## config.mk

```make
export PLATFORM = sky130hd
export DESIGN_NAME = mc_ctrl
export DESIGN_NICKNAME = d
export VERILOG_FILES = /design/src/rtl/mc_ctrl_pkg.sv /design/src/rtl/mc_ctrl_decode.sv /design/src/rtl/mc_ctrl.sv
export SDC_FILE = /design/constraint.sdc
export NUM_CORES = 1
export LEC_CHECK = 0
export CORE_MARGIN = 10
export CORE_UTILIZATION = 41
export CTS_BUF_LIST = sky130_fd_sc_hd__clkbuf_4 sky130_fd_sc_hd__clkbuf_8
export CTS_CLUSTER_SIZE = 25
export DETAILED_ROUTE_END_ITERATION = 8
export PLACE_DENSITY_LB_ADDON = 0.08
export SYNTH_ARGS = -nofsm -noshare
export SYNTH_HDL_FRONTEND = slang
export SYNTH_SLANG_ARGS = --single-unit
```

## constraint.sdc

```tcl
create_clock -name clk -period 2.45 [get_ports clk]
set_input_delay 0.245 -clock clk [delete_from_list [all_inputs] [get_ports clk]]
set_output_delay 0.245 -clock clk [all_outputs]
set_load 0.05 [all_outputs]
```

## src/rtl/mc_ctrl_pkg.sv

```systemverilog
// Shared encodings for the multi-cycle MIPS control unit: FSM states,
// opcode/funct values, datapath control field encodings and the
// instruction-class / control-bundle types used by mc_ctrl and its decoder.
package mc_ctrl_pkg;

  typedef enum logic [2:0] {
    ST_FETCH  = 3'd0,
    ST_DECODE = 3'd1,
    ST_EXEC   = 3'd2,
    ST_MEMRD  = 3'd3,
    ST_MEMWR  = 3'd4,
    ST_WB     = 3'd5,
    ST_BRANCH = 3'd6,
    ST_JUMP   = 3'd7
  } state_e;

  // Opcodes (IR[31:26])
  localparam logic [5:0] OP_RTYPE  = 6'b000000;
  localparam logic [5:0] OP_REGIMM = 6'b000001;
  localparam logic [5:0] OP_J      = 6'b000010;
  localparam logic [5:0] OP_JAL    = 6'b000011;
  localparam logic [5:0] OP_BEQ    = 6'b000100;
  localparam logic [5:0] OP_ADDI   = 6'b001000;
  localparam logic [5:0] OP_ORI    = 6'b001101;
  localparam logic [5:0] OP_LW     = 6'b100011;
  localparam logic [5:0] OP_SW     = 6'b101011;

  // R-type funct codes (IR[5:0])
  localparam logic [5:0] FN_ADDU = 6'b100001;
  localparam logic [5:0] FN_SUBU = 6'b100011;
  localparam logic [5:0] FN_JR   = 6'b001000;

  // Datapath control field encodings
  localparam logic [1:0] ALU_ADD     = 2'b00;
  localparam logic [1:0] ALU_SUB     = 2'b01;
  localparam logic [1:0] ALU_OR      = 2'b10;
  localparam logic       EXT_ZERO    = 1'b0;
  localparam logic       EXT_SIGN    = 1'b1;
  localparam logic       ALU_SRC_REG = 1'b0;
  localparam logic       ALU_SRC_EXT = 1'b1;
  localparam logic [1:0] DST_RD      = 2'b00;
  localparam logic [1:0] DST_RT      = 2'b01;
  localparam logic [1:0] DST_OVF     = 2'b10;
  localparam logic [1:0] DST_NPC     = 2'b11;
  localparam logic [2:0] SRC_ALU     = 3'b000;
  localparam logic [2:0] SRC_MEM     = 3'b001;
  localparam logic [2:0] SRC_ZERO    = 3'b010;
  localparam logic [2:0] SRC_ONE     = 3'b011;
  localparam logic [2:0] SRC_PC      = 3'b100;

  // One-hot instruction class produced by the decoder
  typedef struct packed {
    logic addu;
    logic subu;
    logic jr;
    logic ori;
    logic addi;
    logic lw;
    logic sw;
    logic beq;
    logic bltzal;
    logic j;
    logic jal;
  } insn_t;

  localparam insn_t INSN_NONE = 11'b0;

  // Full set of control strobes driven towards the datapath
  typedef struct packed {
    logic       pc_write;
    logic       ir_write;
    logic [1:0] alu_ctl;
    logic       ext_op;
    logic       alu_src;
    logic [1:0] reg_dst;
    logic [2:0] reg_src;
    logic       reg_write;
    logic       mem_write;
    logic       npc_sel;
    logic       j_ctl;
    logic       jr_ctl;
    logic       bltzal;
    logic       illegal;
  } ctl_t;

  localparam ctl_t CTL_NONE = 18'b0;

  function automatic logic is_exec_grp(input insn_t i);
    return i.addu | i.subu | i.ori | i.addi | i.lw | i.sw;
  endfunction

  function automatic logic is_branch_grp(input insn_t i);
    return i.beq | i.bltzal;
  endfunction

  function automatic logic is_jump_grp(input insn_t i);
    return i.j | i.jal | i.jr;
  endfunction

  // ALU operand setup chosen in EXEC and held through MEMRD/MEMWR/WB
  function automatic ctl_t exec_alu(input insn_t i);
    ctl_t c;
    c = CTL_NONE;
    if (i.subu) begin
      c.alu_ctl = ALU_SUB;
      c.alu_src = ALU_SRC_REG;
    end else if (i.ori) begin
      c.alu_ctl = ALU_OR;
      c.alu_src = ALU_SRC_EXT;
      c.ext_op  = EXT_ZERO;
    end else if (i.addi | i.lw | i.sw) begin
      c.alu_ctl = ALU_ADD;
      c.alu_src = ALU_SRC_EXT;
      c.ext_op  = EXT_SIGN;
    end else begin
      c.alu_ctl = ALU_ADD;
      c.alu_src = ALU_SRC_REG;
    end
    return c;
  endfunction

endpackage

```

## src/rtl/mc_ctrl_decode.sv

```systemverilog
// Combinational instruction classifier: opcode/funct to a one-hot class
// vector, with illegal raised when no supported instruction matches.
module mc_ctrl_decode
  import mc_ctrl_pkg::*;
(
  input  logic [5:0] opcode_i,
  input  logic [5:0] funct_i,
  output insn_t      insn_o,
  output logic       illegal_o
);

  // Classify the instruction held in IR
  always_comb begin
    insn_o = INSN_NONE;
    case (opcode_i)
      OP_RTYPE: begin
        case (funct_i)
          FN_ADDU: insn_o.addu = 1'b1;
          FN_SUBU: insn_o.subu = 1'b1;
          FN_JR:   insn_o.jr   = 1'b1;
          default: insn_o      = INSN_NONE;
        endcase
      end
      OP_REGIMM: insn_o.bltzal = 1'b1;
      OP_J:      insn_o.j      = 1'b1;
      OP_JAL:    insn_o.jal    = 1'b1;
      OP_BEQ:    insn_o.beq    = 1'b1;
      OP_ADDI:   insn_o.addi   = 1'b1;
      OP_ORI:    insn_o.ori    = 1'b1;
      OP_LW:     insn_o.lw     = 1'b1;
      OP_SW:     insn_o.sw     = 1'b1;
      default:   insn_o        = INSN_NONE;
    endcase
    illegal_o = ~(|insn_o);
  end

endmodule

```

## src/rtl/mc_ctrl.sv

```systemverilog
// Multi-cycle control unit for the MIPS datapath. Outputs are decoded
// combinationally from the state register and the stable IR fields and are
// forced to zero while rst is low.
// Optional feature: define MC_CTRL_PERF_EN to add cycle_cnt / instret_cnt.
module mc_ctrl
  import mc_ctrl_pkg::*;
(
  input  logic        clk,
  input  logic        rst,
  input  logic [5:0]  opcode,
  input  logic [5:0]  funct,
  input  logic        zero,
  input  logic        positive,
  input  logic        overflow,
  output logic        pc_write,
  output logic        ir_write,
  output logic [1:0]  alu_ctl,
  output logic        ext_op,
  output logic        alu_src,
  output logic [1:0]  reg_dst,
  output logic [2:0]  reg_src,
  output logic        reg_write,
  output logic        mem_write,
  output logic        npc_sel,
  output logic        j_ctl,
  output logic        jr_ctl,
  output logic        bltzal,
  output logic        illegal
`ifdef MC_CTRL_PERF_EN
  ,
  output logic [31:0] cycle_cnt,
  output logic [31:0] instret_cnt
`endif
);

  state_e state_q;
  state_e state_d;
  insn_t  insn_s;
  logic   dec_illegal_s;
  ctl_t   ctl_s;
  ctl_t   ctl_out_s;

  // zero/positive qualify branches inside the datapath, not here
  logic unused_flags_s;
  assign unused_flags_s = zero ^ positive;

  mc_ctrl_decode u_decode (
    .opcode_i  (opcode),
    .funct_i   (funct),
    .insn_o    (insn_s),
    .illegal_o (dec_illegal_s)
  );

  // Next-state selection
  always_comb begin
    state_d = ST_FETCH;
    case (state_q)
      ST_FETCH:  state_d = ST_DECODE;
      ST_DECODE: begin
        if (is_exec_grp(insn_s)) begin
          state_d = ST_EXEC;
        end else if (is_branch_grp(insn_s)) begin
          state_d = ST_BRANCH;
        end else if (is_jump_grp(insn_s)) begin
          state_d = ST_JUMP;
        end else begin
          state_d = ST_FETCH;
        end
      end
      ST_EXEC: begin
        if (insn_s.lw) begin
          state_d = ST_MEMRD;
        end else if (insn_s.sw) begin
          state_d = ST_MEMWR;
        end else begin
          state_d = ST_WB;
        end
      end
      ST_MEMRD:  state_d = ST_WB;
      ST_MEMWR:  state_d = ST_FETCH;
      ST_WB:     state_d = ST_FETCH;
      ST_BRANCH: state_d = ST_FETCH;
      ST_JUMP:   state_d = ST_FETCH;
      default:   state_d = ST_FETCH;
    endcase
  end

  // State register; reset abandons any instruction in flight
  always_ff @(posedge clk) begin
    if (!rst) begin
      state_q <= ST_FETCH;
    end else begin
      state_q <= state_d;
    end
  end

  // Control strobes for the current state and instruction class
  always_comb begin
    ctl_s = CTL_NONE;
    case (state_q)
      ST_FETCH: ctl_s.ir_write = 1'b1;
      ST_DECODE: begin
        if (dec_illegal_s) begin
          ctl_s.illegal  = 1'b1;
          ctl_s.pc_write = 1'b1;
        end else begin
          ctl_s.illegal  = 1'b0;
        end
      end
      ST_EXEC, ST_MEMRD: ctl_s = exec_alu(insn_s);
      ST_MEMWR: begin
        ctl_s           = exec_alu(insn_s);
        ctl_s.mem_write = 1'b1;
        ctl_s.pc_write  = 1'b1;
      end
      ST_WB: begin
        ctl_s           = exec_alu(insn_s);
        ctl_s.reg_write = 1'b1;
        ctl_s.pc_write  = 1'b1;
        if (insn_s.addi && overflow) begin
          ctl_s.reg_dst = DST_OVF;
          ctl_s.reg_src = SRC_ONE;
        end else if (insn_s.lw) begin
          ctl_s.reg_dst = DST_RT;
          ctl_s.reg_src = SRC_MEM;
        end else if (insn_s.addu || insn_s.subu) begin
          ctl_s.reg_dst = DST_RD;
          ctl_s.reg_src = SRC_ALU;
        end else begin
          ctl_s.reg_dst = DST_RT;
          ctl_s.reg_src = SRC_ALU;
        end
      end
      ST_BRANCH: begin
        ctl_s.pc_write = 1'b1;
        if (insn_s.beq) begin
          ctl_s.alu_ctl = ALU_SUB;
          ctl_s.alu_src = ALU_SRC_REG;
          ctl_s.npc_sel = 1'b1;
        end else begin
          // bltzal links unconditionally; the datapath decides the branch
          ctl_s.bltzal    = 1'b1;
          ctl_s.reg_write = 1'b1;
          ctl_s.reg_dst   = DST_NPC;
          ctl_s.reg_src   = SRC_PC;
        end
      end
      ST_JUMP: begin
        ctl_s.pc_write = 1'b1;
        if (insn_s.jr) begin
          ctl_s.jr_ctl = 1'b1;
        end else if (insn_s.jal) begin
          ctl_s.j_ctl     = 1'b1;
          ctl_s.reg_write = 1'b1;
          ctl_s.reg_dst   = DST_NPC;
          ctl_s.reg_src   = SRC_PC;
        end else begin
          ctl_s.j_ctl = 1'b1;
        end
      end
      default: ctl_s = CTL_NONE;
    endcase
  end

  // All strobes are held low while reset is asserted
  assign ctl_out_s = rst ? ctl_s : CTL_NONE;

  assign pc_write  = ctl_out_s.pc_write;
  assign ir_write  = ctl_out_s.ir_write;
  assign alu_ctl   = ctl_out_s.alu_ctl;
  assign ext_op    = ctl_out_s.ext_op;
  assign alu_src   = ctl_out_s.alu_src;
  assign reg_dst   = ctl_out_s.reg_dst;
  assign reg_src   = ctl_out_s.reg_src;
  assign reg_write = ctl_out_s.reg_write;
  assign mem_write = ctl_out_s.mem_write;
  assign npc_sel   = ctl_out_s.npc_sel;
  assign j_ctl     = ctl_out_s.j_ctl;
  assign jr_ctl    = ctl_out_s.jr_ctl;
  assign bltzal    = ctl_out_s.bltzal;
  assign illegal   = ctl_out_s.illegal;

`ifdef MC_CTRL_PERF_EN
  logic [31:0] cycle_cnt_q;
  logic [31:0] instret_cnt_q;

  // Free-running cycle counter and retired-instruction counter (wrap at 2^32)
  always_ff @(posedge clk) begin
    if (!rst) begin
      cycle_cnt_q   <= 32'd0;
      instret_cnt_q <= 32'd0;
    end else begin
      cycle_cnt_q <= cycle_cnt_q + 32'd1;
      if (ctl_out_s.pc_write) begin
        instret_cnt_q <= instret_cnt_q + 32'd1;
      end else begin
        instret_cnt_q <= instret_cnt_q;
      end
    end
  end

  assign cycle_cnt   = cycle_cnt_q;
  assign instret_cnt = instret_cnt_q;
`endif

endmodule
```

Yosys cells after proc, flatten, opt, wreduce, memory -nomap -nowiden
Cells that the tools add are included.

Output and inout bits: 18. Logic and storage cells: 83. Register bits: 3.

Muxes and demuxes: 47. Equal/unequal tests: 18. Reduce and logical (&&, ||, !) cells: 7. Bitwise operators: 10.

Operators with widths (number): 1-bit 2-to-1 mux (28); 6-bit == test, second input constant (4); 6-bit by 4-bit == test with 1-bit output, second input constant (3); 18-bit 2-to-1 mux (1); 6-bit 2-to-1 mux (3); 6-bit case mux with 3 select lines (1); 3-bit 2-to-1 mux (5); 3-bit case mux with 5 select lines (1); 3-bit == test, second input constant (4); 6-bit by 2-bit == test with 1-bit output, second input constant (2); 11-bit OR reduction (1); 5-bit 2-to-1 mux (2); 1-bit OR (10); 4-bit 2-to-1 mux (2); 4-bit OR reduction (2); 3-bit by 2-bit == test with 1-bit output, second input constant (2); 6-bit by 1-bit == test with 1-bit output, second input constant (1); 6-bit by 3-bit == test with 1-bit output, second input constant (1); 6-bit zero test (1); 2-bit 2-to-1 mux (2); 2-bit case mux with 2 select lines (1); 3-bit by 1-bit == test with 1-bit output, second input constant (1); 3-bit zero test (1); 1-bit case mux with 2 select lines (1); other kinds (2) (2).

Depth between registers and ports, before layout
Depth after elaboration: 10. Gate-level depth with buffers: 5. Depth with buffers taken out: 4.

Hierarchy
Synthesis repeated with hierarchy kept, for this count alone.

Cell total of the unflattened synthesis: 109. Area total of the unflattened synthesis: 718.2 µm².

Modules (own cells, without submodules): mc_ctrl (times used 1, cells an instance 68, seq. area each 60.1 µm², area an instance 454.2 µm²); mc_ctrl_decode (times used 1, cells an instance 41, seq. area each 0.0 µm², area an instance 264.0 µm²).

Worst setup path after synthesis
No wires, ideal clock.

Kind: input to output. From: input port opcode[5]. To: output port alu_ctl[0]. Cell stages on the path: 4. Arrival: 2.363 ns. Data required time: 2.205 ns. Buffers on the path: 0. Slack: -0.158 ns. Cell sequence: nor3_1 nand3_1 nor3_1 o21bai_1.

Cells in the longest elaborated chain, start to end: 5. Elaborated cells on any way between the ends: 8. Those cells by class: 1 x eq/ne; 6 x mux; 1 x reduce/logical.

RTL lines: start: declaration (RTL line mc_ctrl.sv:10) `input logic [5:0] opcode,`; 6-bit by 3-bit == test with 1-bit output or 6-bit zero test (tied branches) (RTL line mc_ctrl_decode.sv:15) `case (opcode_i)`; 1-bit 2-to-1 mux or 3-bit 2-to-1 mux (tied branches); 1-bit 2-to-1 mux or 2-bit 2-to-1 mux (tied branches) (RTL line mc_ctrl.sv:136, mc_ctrl_pkg.sv:104); 2-bit case mux with 2 select lines * (RTL line mc_ctrl.sv:100) `case (state_q)`; 18-bit 2-to-1 mux * (RTL line mc_ctrl.sv:166) `assign ctl_out_s = rst ? ctl_s : CTL_NONE;`; end: declaration (RTL line mc_ctrl.sv:17) `output logic [1:0] alu_ctl,`.

Every way passes the cells marked *; elsewhere a longest branch is shown, timed or not.

Worst setup path in the final report
From: input port opcode[3]. To: output port reg_dst[0].

Cells in the longest elaborated chain, start to end: 8. Elaborated cells on any way between the ends: 20. Those cells by class: 4 x eq/ne; 13 x mux; 3 x reduce/logical.

RTL lines: 6-bit zero test (RTL line mc_ctrl_decode.sv:15); 3-bit 2-to-1 mux (RTL line mc_ctrl_decode.sv:15); 1-bit logical OR (RTL line mc_ctrl.sv:126) `end else if (insn_s.addu || insn_s.subu) begin`; 4-bit 2-to-1 mux (RTL line mc_ctrl.sv:126); 5-bit 2-to-1 mux (RTL line mc_ctrl.sv:123) `end else if (insn_s.lw) begin`; 5-bit 2-to-1 mux (RTL line mc_ctrl.sv:120) `if (insn_s.addi && overflow) begin`; 6-bit case mux with 3 select lines * (RTL line mc_ctrl.sv:100); 18-bit 2-to-1 mux * (RTL line mc_ctrl.sv:166); end: declaration (RTL line mc_ctrl.sv:20) `output logic [1:0] reg_dst,`.

Marked as above.

==> results.sh <==
export IMPL_status="completed"
export IMPL_syn_area_per_cell_um2=6.87
export IMPL_die_area_mm2=0.00336
export IMPL_cp_required_ps=2200
export IMPL_antenna_found_initial=0
export IMPL_setup_slack_ps=108
export IMPL_ys_seq_area_share_pct=10.2
export IMPL_ys_warn_count=0
export IMPL_internal_power_w=0.000184
export IMPL_viasPerCell=5.87
export IMPL_yosys_area_share_simple_pct=50.2
export IMPL_power_share_clock_pct=37.4
export IMPL_num_rows=13
export IMPL_grt_ovfl_total=0
export IMPL_drc_errors=0
export IMPL_grtUsageTotal_pct=14.9
export IMPL_core_mm2=0.00133
export IMPL_slowest_stage="clkdlybuf4s50_1"
export IMPL_setup_viol=0
export IMPL_dpl_hpwl_um=2030
export IMPL_clk_pin_slew_ps=40
export IMPL_largest_register_ff_count=3
export IMPL_grt_pass1_wl_um=3940
export IMPL_final_period_utilization_pct=95.6
export IMPL_final_nets=143
export IMPL_power_density_mw_per_mm2=248
export IMPL_diodes=0
export IMPL_synthAdderAreaFrac_pct=0
export IMPL_leakage_nw=0.461
export IMPL_io_pins=35
export IMPL_critical_path_max_fanout=8
export IMPL_slew_violations=0
export IMPL_async_reset_ff_share_pct=0
export IMPL_fin_crit_ps=2340
export IMPL_cts_buffers=3
export IMPL_portBuffers=32
export IMPL_worstPathArrival_ps=2100
export IMPL_h_tree_depth=1
export IMPL_cts_root_buffer="clkbuf_4"
export IMPL_die_h_um=58.0
export IMPL_comb_power_share_pct=42.0
export IMPL_hold_viol_final=0
export IMPL_synth_area_um2=591
export IMPL_clock_path_buffers=2
export IMPL_max_slew_margin_pct=73.3
export IMPL_start_util_pct=44.3
export IMPL_cts_setup_buffers=0
export IMPL_grt_setup_unrepaired="no"
export IMPL_power_frac_seq_pct=20.6
export IMPL_place_ws_ps=146
export IMPL_antenna_left=0
export IMPL_irDropWorstVdd_uv=233
export IMPL_p_sw_share_pct=33.6
export IMPL_synthFlopType="dfxtp_1"
export IMPL_first_pass_iters=4
export IMPL_grt_max_degree=10
export IMPL_syn2layout_area_growth_pct=88.6
export IMPL_grt_pass1_vias=809
export IMPL_cts_sinks=3
export IMPL_cp_start_kind="primary input"
export IMPL_synth_seq_cells=3
export IMPL_tightest_slew_ps=397
export IMPL_skew_ps=6.48
export IMPL_synth_area_top_cells="dfxtp_1 10%, nand2_1 7.0%, nor2_1 5.1%"
export IMPL_syn_inst=86
export IMPL_synth_top_family_by_area="simple AND/OR/NAND/NOR gates"
export IMPL_synth_edf_count=0
export IMPL_synth_top_area_share_pct=10.2
export IMPL_syn_nets=103
export IMPL_switchingPower_w=0.0000929
export IMPL_cts_tree="yes"
export IMPL_reg_top3="state_q x3"
export IMPL_drive_above_1_share_pct=32.8
export IMPL_ctsResizeCount=0
export IMPL_vias=822
export IMPL_clock_latency_ps=250
export IMPL_synth_xor_area_share_pct=2.97
export IMPL_worst_hold_path_type="flip-flop to flip-flop"
export IMPL_max_freq_mhz=427
export IMPL_die_w_um=58.0
export IMPL_wl_per_cell_um=17.3
export IMPL_setup_tns_ps=0
export IMPL_critPathCaptureType="primary output"
export IMPL_synth_distinct_cells=41
export IMPL_yosys_area_top_type="dfxtp_1"
export IMPL_routabilityCongestion=0.849
export IMPL_hold_buffers=0
export IMPL_muxShareOfSynthArea_pct=0
export IMPL_path_class="primary input to primary output"
export IMPL_path_cells="clkdlybuf4s50_1, nor3_1, nand3_1, a2bb2oi_1, o21ai_0, buf_12"
export IMPL_synth_compound_area_share_pct=24.4
export IMPL_wl_um=2430
export IMPL_drtIter0Drc=25
export IMPL_drv_cap=0
export IMPL_cpPeakStageDelay_ps=550
export IMPL_largest_register="state_q"
-- placed cells by master, fill, tap and decap left out, drive strengths merged, types with 2 or more instances in the layout --
cell and n:
a21oi 4, and2 2, and3 2, buf 27, clkbuf 4, clkdlybuf4s50 14, dfxtp 3, inv 3
nand2 11, nand3 5, nand4 2, nor2 8, nor2b 2, nor3 4, nor4 3, o21ai 5
o32a 2, o32ai 2, or2 2, or2b 2, or3 3, xor2 2
-- worst max-delay path, delay by kind of cell --
family,cells,cell delay [ps]
and+or+nand+nor,2,520
AOI/OAI and AO/OA,2,570
buffers and inverters,2,750
-- cell type report --
type / instances / area (µm²)
clock buffers: 4 / 30.0
fillers: 91 / 220
multi-input cells: 74 / 463
inverters: 3 / 11.3
well taps: 15 / 18.8
flip-flops and latches: 3 / 60.1
repair buffers: 41 / 531
-- power by group through the flow --
stage / logic, W / registers [W] / clock network, W
3_3_place_gp: 0.000113 / 0.0000571 / 0
3_5_place_dp: 0.000116 / 0.0000574 / 0
4_1_cts: 0.000116 / 0.0000566 / 0.000106
6_report: 0.000116 / 0.0000569 / 0.000103
2_1_floorplan: 0.0000633 / 0.0000525 / 0
5_1_grt: 0.000124 / 0.0000572 / 0.000114
-- synthesized netlist by cell type (2+ instances only) --
master	number
dfxtp_1	3
nor3_1	4
buf_6	2
nor2b_1	2
nor2_1	8
nand3_1	5
a21oi_1	4
o21ai_0	3
or2b_2	2
o32ai_1	2
o32a_1	2
inv_1	3
xor2_1	2
or3_1	3
buf_2	2
nand4_1	2
nor4_1	3
nand2_1	11
-- logic make-up after synthesis --
logic type                count (synthesis)
AOI/OAI and AO/OA                        20
DFF                                       3
and+or+nand+nor                          52
buffers and inverters                     9
xor gates and xnor gates                  2
-- metal layers --
metal  up-vias  wire, µm  track usage, %
met2        40      1230            27.1
met1       378       978            14.3
met3         6       158            5.01
li1        398         -               -
met5         -         0               0
met4         0        54            8.05
-- per-stage QoR --
stage	instances	instance area, µm²	utilization [%]	hold WS (ps)	total power, W
after floorplan	86	596	-	478	0.000116
after global placement	136	1080	81.2	566	0.000170
after detailed placement	136	1080	81.2	592	0.000173
after CTS	140	1110	83.5	590	0.000279
after global routing	140	1110	83.5	619	0.000295
final	140	1110	83.5	593	0.000276
-- path summary, 6_finish.rpt --
path / from / depth (start not counted) / slack, ps / to
min: state_q[0] / 2 / 590 / state_q[2]
min reg2reg: state_q[0] / 2 / 590 / state_q[2]
max reg2reg: state_q[0] / 3 / 980 / state_q[0]
max: opcode[3] / 6 / 110 / reg_dst[0]
Power figures use the tool's default switching activity.
